File: src/rtl/load_mem_unit.sv
// Load memory unit: buffers issued loads in a small FIFO and holds each one until
// all older stores have retired. It then performs one memory read at a time and
// returns results to writeback in issue order.
module load_mem_unit #(
   parameter int SDQ_ENTRIES = 8,
   parameter int FIFO_DEPTH  = 4,
   parameter int TAG_W       = 6,
   localparam int SDQ_PTR_W  = $clog2(SDQ_ENTRIES) + 1
) (
   input  logic                 clk,
   input  logic                 rst,
   input  logic                 issue_vld,
   input  logic [31:0]          issue_addr,
   input  logic [SDQ_PTR_W-1:0] issue_sdq_marker,
   input  logic [TAG_W-1:0]     issue_tag,
   output logic                 fifo_full,
   output logic                 overflow_err,
   input  logic [SDQ_PTR_W-1:0] sdq_retire_ptr,
   input  logic                 flush,
   output logic                 mem_req_vld,
   input  logic                 mem_req_rdy,
   output logic [31:0]          mem_req_addr,
   input  logic                 mem_resp_vld,
   input  logic [31:0]          mem_resp_data,
   output logic                 wb_vld,
   input  logic                 wb_rdy,
   output logic [TAG_W-1:0]     wb_tag,
   output logic [31:0]          wb_data
);
   localparam int FIFO_AW = $clog2(FIFO_DEPTH);
   localparam int FIFO_PW = FIFO_AW + 1;

   typedef enum logic [2:0] {
      IDLE     = 3'd0,
      WAIT_SDQ = 3'd1,
      REQ      = 3'd2,
      RESP     = 3'd3,
      WB       = 3'd4,
      DRAIN    = 3'd5
   } state_t;

   state_t state_reg, state_next;

   logic [31:0]          addr_mem   [FIFO_DEPTH];
   logic [SDQ_PTR_W-1:0] marker_mem [FIFO_DEPTH];
   logic [TAG_W-1:0]     tag_mem    [FIFO_DEPTH];

   logic [FIFO_PW-1:0]   wr_ptr_reg, rd_ptr_reg;
   logic [FIFO_PW-1:0]   fifo_count;
   logic                 fifo_empty;
   logic                 push, pop;
   logic                 overflow_reg;
   logic [TAG_W-1:0]     wb_tag_reg;
   logic [31:0]          wb_data_reg;

   logic [31:0]          head_addr;
   logic [SDQ_PTR_W-1:0] head_marker;
   logic [TAG_W-1:0]     head_tag;
   logic [SDQ_PTR_W-1:0] sdq_dist;
   logic                 head_clear;

   assign fifo_count  = wr_ptr_reg - rd_ptr_reg;
   assign fifo_empty  = (wr_ptr_reg == rd_ptr_reg);
   assign fifo_full   = (fifo_count == FIFO_PW'(FIFO_DEPTH));
   assign head_addr   = addr_mem[rd_ptr_reg[FIFO_AW-1:0]];
   assign head_marker = marker_mem[rd_ptr_reg[FIFO_AW-1:0]];
   assign head_tag    = tag_mem[rd_ptr_reg[FIFO_AW-1:0]];

   // Distance from the retire pointer to the load's marker; 1..SDQ_ENTRIES means older stores remain.
   assign sdq_dist   = head_marker - sdq_retire_ptr;
   assign head_clear = (sdq_dist == '0) || (sdq_dist > SDQ_PTR_W'(SDQ_ENTRIES));

   assign pop  = (state_reg == WB) && wb_rdy && !flush;
   assign push = issue_vld && !flush && (!fifo_full || pop);

   always_ff @(posedge clk) begin
      if (push) begin
         addr_mem[wr_ptr_reg[FIFO_AW-1:0]]   <= issue_addr;
         marker_mem[wr_ptr_reg[FIFO_AW-1:0]] <= issue_sdq_marker;
         tag_mem[wr_ptr_reg[FIFO_AW-1:0]]    <= issue_tag;
      end
   end

   always_ff @(posedge clk or negedge rst) begin
      if (!rst) begin
         wr_ptr_reg   <= '0;
         rd_ptr_reg   <= '0;
         overflow_reg <= 1'b0;
      end else begin
         if (flush) begin
            wr_ptr_reg <= '0;
            rd_ptr_reg <= '0;
         end else begin
            if (push) wr_ptr_reg <= wr_ptr_reg + 1'b1;
            if (pop)  rd_ptr_reg <= rd_ptr_reg + 1'b1;
         end
         if (issue_vld && !flush && fifo_full && !pop) overflow_reg <= 1'b1;
      end
   end

   always_ff @(posedge clk or negedge rst) begin
      if (!rst) begin
         wb_tag_reg  <= '0;
         wb_data_reg <= '0;
      end else if (state_reg == RESP && mem_resp_vld && !flush) begin
         wb_tag_reg  <= head_tag;
         wb_data_reg <= mem_resp_data;
      end
   end

   always_ff @(posedge clk or negedge rst) begin
      if (!rst) state_reg <= IDLE;
      else      state_reg <= state_next;
   end

   always_comb begin
      state_next = state_reg;
      case (state_reg)
         IDLE: begin
            if (!flush && !fifo_empty) state_next = head_clear ? REQ : WAIT_SDQ;
         end
         WAIT_SDQ: begin
            if (flush)           state_next = IDLE;
            else if (head_clear) state_next = REQ;
         end
         REQ: begin
            // An accepted request must still have its response absorbed, even when flushed.
            if (mem_req_rdy) state_next = flush ? DRAIN : RESP;
            else if (flush)  state_next = IDLE;
         end
         RESP: begin
            // A response arriving with the flush is discarded right here; nothing left to drain.
            if (mem_resp_vld) state_next = flush ? IDLE : WB;
            else if (flush)   state_next = DRAIN;
         end
         WB: begin
            if (flush || wb_rdy) state_next = IDLE;
         end
         DRAIN: begin
            if (mem_resp_vld) state_next = IDLE;
         end
         default: state_next = IDLE;
      endcase
   end

   always_comb begin
      mem_req_vld  = 1'b0;
      mem_req_addr = '0;
      wb_vld       = 1'b0;
      if (state_reg == REQ) begin
         mem_req_vld  = 1'b1;
         mem_req_addr = head_addr;
      end
      if (state_reg == WB) wb_vld = 1'b1;
   end

   assign overflow_err = overflow_reg;
   assign wb_tag       = wb_tag_reg;
   assign wb_data      = wb_data_reg;

endmodule
File: config.mk
export PLATFORM = sky130hd
export DESIGN_NAME = load_mem_unit
export DESIGN_NICKNAME = d
export VERILOG_FILES = /design/src/rtl/load_mem_unit.sv
export SDC_FILE = /design/constraint.sdc
export NUM_CORES = 1
export LEC_CHECK = 0
export CAP_MARGIN = 20
export CORE_MARGIN = 5
export CORE_UTILIZATION = 52
export DETAILED_ROUTE_END_ITERATION = 16
export HOLD_SLACK_MARGIN = 0.1
export PLACE_DENSITY = 0.87
export SLEW_MARGIN = 20
export SYNTH_ARGS = -nofsm -noshare
export SYNTH_HDL_FRONTEND = slang
export SYNTH_SLANG_ARGS = --single-unit
File: constraint.sdc
create_clock -name clk -period 4.1 [get_ports clk]
set_input_delay 0.82 -clock clk [delete_from_list [all_inputs] [get_ports clk]]
set_output_delay 0.82 -clock clk [all_outputs]
set_load 0.005 [all_outputs]
==> metrics.txt <==
# TYPE chip_impl_metric gauge
chip_impl_metric{name="finalMaxSlewViolations",unit=""} 0
chip_impl_metric{name="critPathRequiredTime",unit="ns"} 3.28
chip_impl_metric{name="placeableCoreArea",unit="sq mm"} 0.0159
chip_impl_metric{name="p_per_area",unit="mW/mm^2"} 548
chip_impl_info{name="end_kind",value="output pin"} 1
chip_impl_metric{name="fillers",unit=""} 1009
chip_impl_metric{name="grt_pass1_vias",unit=""} 4881
chip_impl_metric{name="ant_nets",unit=""} 0
chip_impl_metric{name="detailed_place_hpwl",unit="mm"} 11.5
chip_impl_metric{name="hold_buffers",unit=""} 0
chip_impl_metric{name="setup_tns",unit="ns"} 0
chip_impl_metric{name="timing.critical_path.fanout_max",unit=""} 23
chip_impl_info{name="post_synth_main_area_contributors",value="sky130_fd_sc_hd__edfxtp_1 (59%), sky130_fd_sc_hd__dfrtp_1 (14%), sky130_fd_sc_hd__mux4_2 (11%), sky130_fd_sc_hd__mux2_2 (5.6%), sky130_fd_sc_hd__and2_1 (2.7%)"} 1
chip_impl_metric{name="detailroute.via_count",unit=""} 4485
chip_impl_metric{name="place_worst_setup_slack",unit="ns"} 0.742
chip_impl_metric{name="io_buffer_count",unit=""} 158
chip_impl_metric{name="drt_pre_antenna_iters",unit=""} 4
chip_impl_metric{name="chipWidth",unit="microns"} 138
chip_impl_metric{name="grt_use_total",unit=""} 0.183
chip_impl_info{name="cp_cell_sequence",value="buf_4 > mux4_2 > and2_1 > clkdlybuf4s50_1"} 1
chip_impl_metric{name="area_delta_synth_final",unit="%"} 30.9
chip_impl_metric{name="layout.nets",unit=""} 697
chip_impl_metric{name="globalRoute.totalOverflow",unit=""} 0
chip_impl_metric{name="finish.utilization",unit=""} 0.697
chip_impl_metric{name="synth_edf_count",unit=""} 168
chip_impl_metric{name="die-height",unit="microns"} 138
chip_impl_metric{name="cp_slowest_stage_delay",unit="ns"} 0.72
chip_impl_metric{name="ys_seq_elements",unit=""} 216
chip_impl_metric{name="placedInstanceArea",unit="sq mm"} 0.0104
chip_impl_metric{name="postSynthAreaPerCell",unit="sq um"} 19.9
chip_impl_metric{name="numClockSinks",unit=""} 216
chip_impl_metric{name="synth.distinct_cells",unit=""} 36
chip_impl_metric{name="floorplan.die_area",unit="sq mm"} 0.0190
chip_impl_metric{name="antenna_cells_inserted",unit=""} 0
chip_impl_metric{name="finalClockSkew",unit="ns"} 0.0117
chip_impl_metric{name="syn_nets",unit=""} 521
chip_impl_metric{name="final.min_clock_period",unit="ns"} 3.70
chip_impl_metric{name="placementRows",unit=""} 46
chip_impl_info{name="critical_path_class",value="reg -> out"} 1
chip_impl_metric{name="postCtsResizedCells",unit=""} 0
chip_impl_info{name="timing.critical_path.slowest_stage_cell",value="sky130_fd_sc_hd__dfrtp_4"} 1
chip_impl_info{name="holdCritPathClass",value="in -> async"} 1
chip_impl_info{name="grt_setup_unrepaired",value="false"} 1
chip_impl_metric{name="max_reg_flops",unit=""} 128
chip_impl_info{name="synth-main-ff-cell",value="sky130_fd_sc_hd__edfxtp_1"} 1
chip_impl_metric{name="postCtsSetupBuffers",unit=""} 0
chip_impl_metric{name="finalInstanceArea",unit="sq mm"} 0.0111
chip_impl_metric{name="cts-htree-levels",unit=""} 1
chip_impl_info{name="netlist.top_cell.by_area",value="sky130_fd_sc_hd__edfxtp_1"} 1
chip_impl_metric{name="grt_pass1_wl",unit="mm"} 26.7
chip_impl_metric{name="vias_per_cell",unit=""} 5.38
chip_impl_metric{name="initial_core_util",unit=""} 0.533
chip_impl_metric{name="drt-wirelength-per-cell",unit="microns"} 20.5
chip_impl_metric{name="fin_ws",unit="ns"} 0.401
chip_impl_metric{name="total_power",unit="mW"} 6.10
chip_impl_info{name="clk_root_buffer_cell",value="sky130_fd_sc_hd__clkbuf_16"} 1
chip_impl_metric{name="slew-limit-headroom",unit=""} 0.542
chip_impl_metric{name="synthDominantCellAreaShare",unit=""} 0.594
chip_impl_metric{name="cp_data_arrival_time",unit="ns"} 2.88
chip_impl_metric{name="cts_buffer_depth",unit=""} 3
chip_impl_metric{name="tightestPinTransition",unit="ns"} 0.683
chip_impl_metric{name="wl",unit="mm"} 17.1
chip_impl_metric{name="layout-drive-gt1-share",unit=""} 0.231
chip_impl_metric{name="yosysWarningCount",unit=""} 0
chip_impl_metric{name="timing.final.setup_violations",unit=""} 0
chip_impl_metric{name="clk_latency",unit="ns"} 0.49
chip_impl_metric{name="i_o_pin_count",unit=""} 159
chip_impl_info{name="result_of_the_run",value="finished clean"} 1
chip_impl_metric{name="synthesis.area",unit="sq mm"} 0.00849
chip_impl_metric{name="final_min_period_over_clock_period",unit=""} 0.902
chip_impl_metric{name="layout.cells.non_filler",unit=""} 834
chip_impl_metric{name="clkTransAtPathRegs",unit="ns"} 0.06
chip_impl_metric{name="synth_cells",unit=""} 426
chip_impl_metric{name="maximum_vdd_drop",unit="uV"} 362
chip_impl_metric{name="finalWeightedCongestion",unit=""} 0.818
chip_impl_metric{name="leakage",unit="nW"} 3.88
chip_impl_metric{name="total_instance_count_after_detailed_placement",unit=""} 794
chip_impl_metric{name="hold_violations",unit=""} 0
chip_impl_metric{name="drc_violations",unit=""} 0
chip_impl_metric{name="ys_async_sr_fraction",unit=""} 0.222
chip_impl_metric{name="cts_buffer_count",unit=""} 22
chip_impl_metric{name="grt_max_degree",unit=""} 49
chip_impl_info{name="start_kind",value="flip-flop"} 1
chip_impl_metric{name="max_cap_violations",unit=""} 0
chip_impl_metric{name="antenna_found_initial",unit=""} 1
chip_impl_info{name="tritoncts",value="done"} 1
chip_impl_metric{name="drt_iter0_markers",unit=""} 288
chip_impl_metric{name="synth.yosys.seq_area_share",unit=""} 0.736
chip_impl_metric{name="worst_hold_slack",unit="ns"} 0.337
chip_impl_metric{name="max_freq",unit="GHz"} 0.270
==> critical path, delay by kind of cell, from the launching register on <==
family	cells	cell delay, ns
buffers and inverters	2	0.89
flip-flops	1	0.72
multiplexers	1	0.57
AND/OR/NAND/NOR	1	0.20
==> cell families (layout without fill, tap and decap cells) <==
kind of cell               Yosys count  after routing  synth area share
DFF                                216            216             0.736
muxes                               84             84             0.167
and+or+nand+nor                     66             66            0.0446
buffers and inverters               26            218            0.0134
AOI/OAI and AO/OA                   15             15            0.0137
adders and majority gates           10             10            0.0147
xor gates and xnor gates             9              9            0.0109
==> cells in the mapped netlist (all sizes together), types with 2 or more instances <==
cell type and n:
clkbuf 11, mux2 42, nand2b 3, and2 37
buf 8, inv 7, dfrtp 48, nor3 2
mux4 42, nand2 7, nor2 7, a21oi 3
nor2b 3, xnor2 7, o21ai 3, a31oi 2
ha 10, edfxtp 168
==> layer usage <==
metal	global-route usage	part of all wire	up-vias
met5	0	0.00076	-
met4	0.0461	0.017	2
met3	0.0453	0.097	31
met2	0.312	0.48	200
met1	0.240	0.40	2226
li1	-	-	2026
==> power by group <==
group,internal [mW],switching (mW),total [mW]
Sequential,2.63,0.149,2.78
Combinational,0.884,0.496,1.38
Clock,1.16,0.778,1.94
==> cell usage in the layout, fill, tap and decap left out, types with 2 or more instances in the layout <==
cell type,Yosys,layout
sky130_fd_sc_hd__edfxtp_1,168,168
sky130_fd_sc_hd__clkdlybuf4s50_1,0,157
sky130_fd_sc_hd__dfrtp_1,48,46
sky130_fd_sc_hd__mux4_2,42,42
sky130_fd_sc_hd__mux2_2,42,42
sky130_fd_sc_hd__and2_1,37,33
sky130_fd_sc_hd__clkbuf_16,0,24
sky130_fd_sc_hd__buf_4,0,12
sky130_fd_sc_hd__ha_1,10,10
sky130_fd_sc_hd__inv_1,7,7
sky130_fd_sc_hd__xnor2_1,7,7
sky130_fd_sc_hd__nand2_1,7,7
sky130_fd_sc_hd__nor2_1,7,6
sky130_fd_sc_hd__clkinv_2,0,6
sky130_fd_sc_hd__and2_2,0,4
sky130_fd_sc_hd__nand2b_1,3,3
sky130_fd_sc_hd__nor2b_1,3,3
sky130_fd_sc_hd__o21ai_0,3,3
sky130_fd_sc_hd__a21oi_1,3,3
sky130_fd_sc_hd__clkinvlp_4,0,3
sky130_fd_sc_hd__clkinv_1,0,2
sky130_fd_sc_hd__clkbuf_8,0,2
sky130_fd_sc_hd__clkbuf_1,11,2
sky130_fd_sc_hd__buf_12,0,2
==> path summary, 6_finish.rpt <==
check / from / end / slack, ns / cells past startpoint
hold reg to reg: overflow_err / overflow_err / 0.50 / 1
max in group asynchronous: rst / rd_ptr_reg[0] / 3.33 / 1
setup / recovery: rd_ptr_reg[0] / mem_req_addr[23] / 0.40 / 4
setup reg to reg: rd_ptr_reg[0] / state_reg[0] / 0.81 / 8
hold / removal: rst / wb_data[24] / 0.34 / 1
min in group clk: overflow_err / overflow_err / 0.50 / 1
==> final cells by class <==
cell class                 instances  area (sq um)  area share
clock buffer                      28           636      0.0572
clock inverter                    12          90.1     0.00810
inverter                           7          26.3     0.00236
multi-input combinational        184          2140       0.193
sequential                       216          6250       0.562
tap                              216           270      0.0243
timing repair buffer             171          1700       0.153
Power figures use the tool's default switching activity.
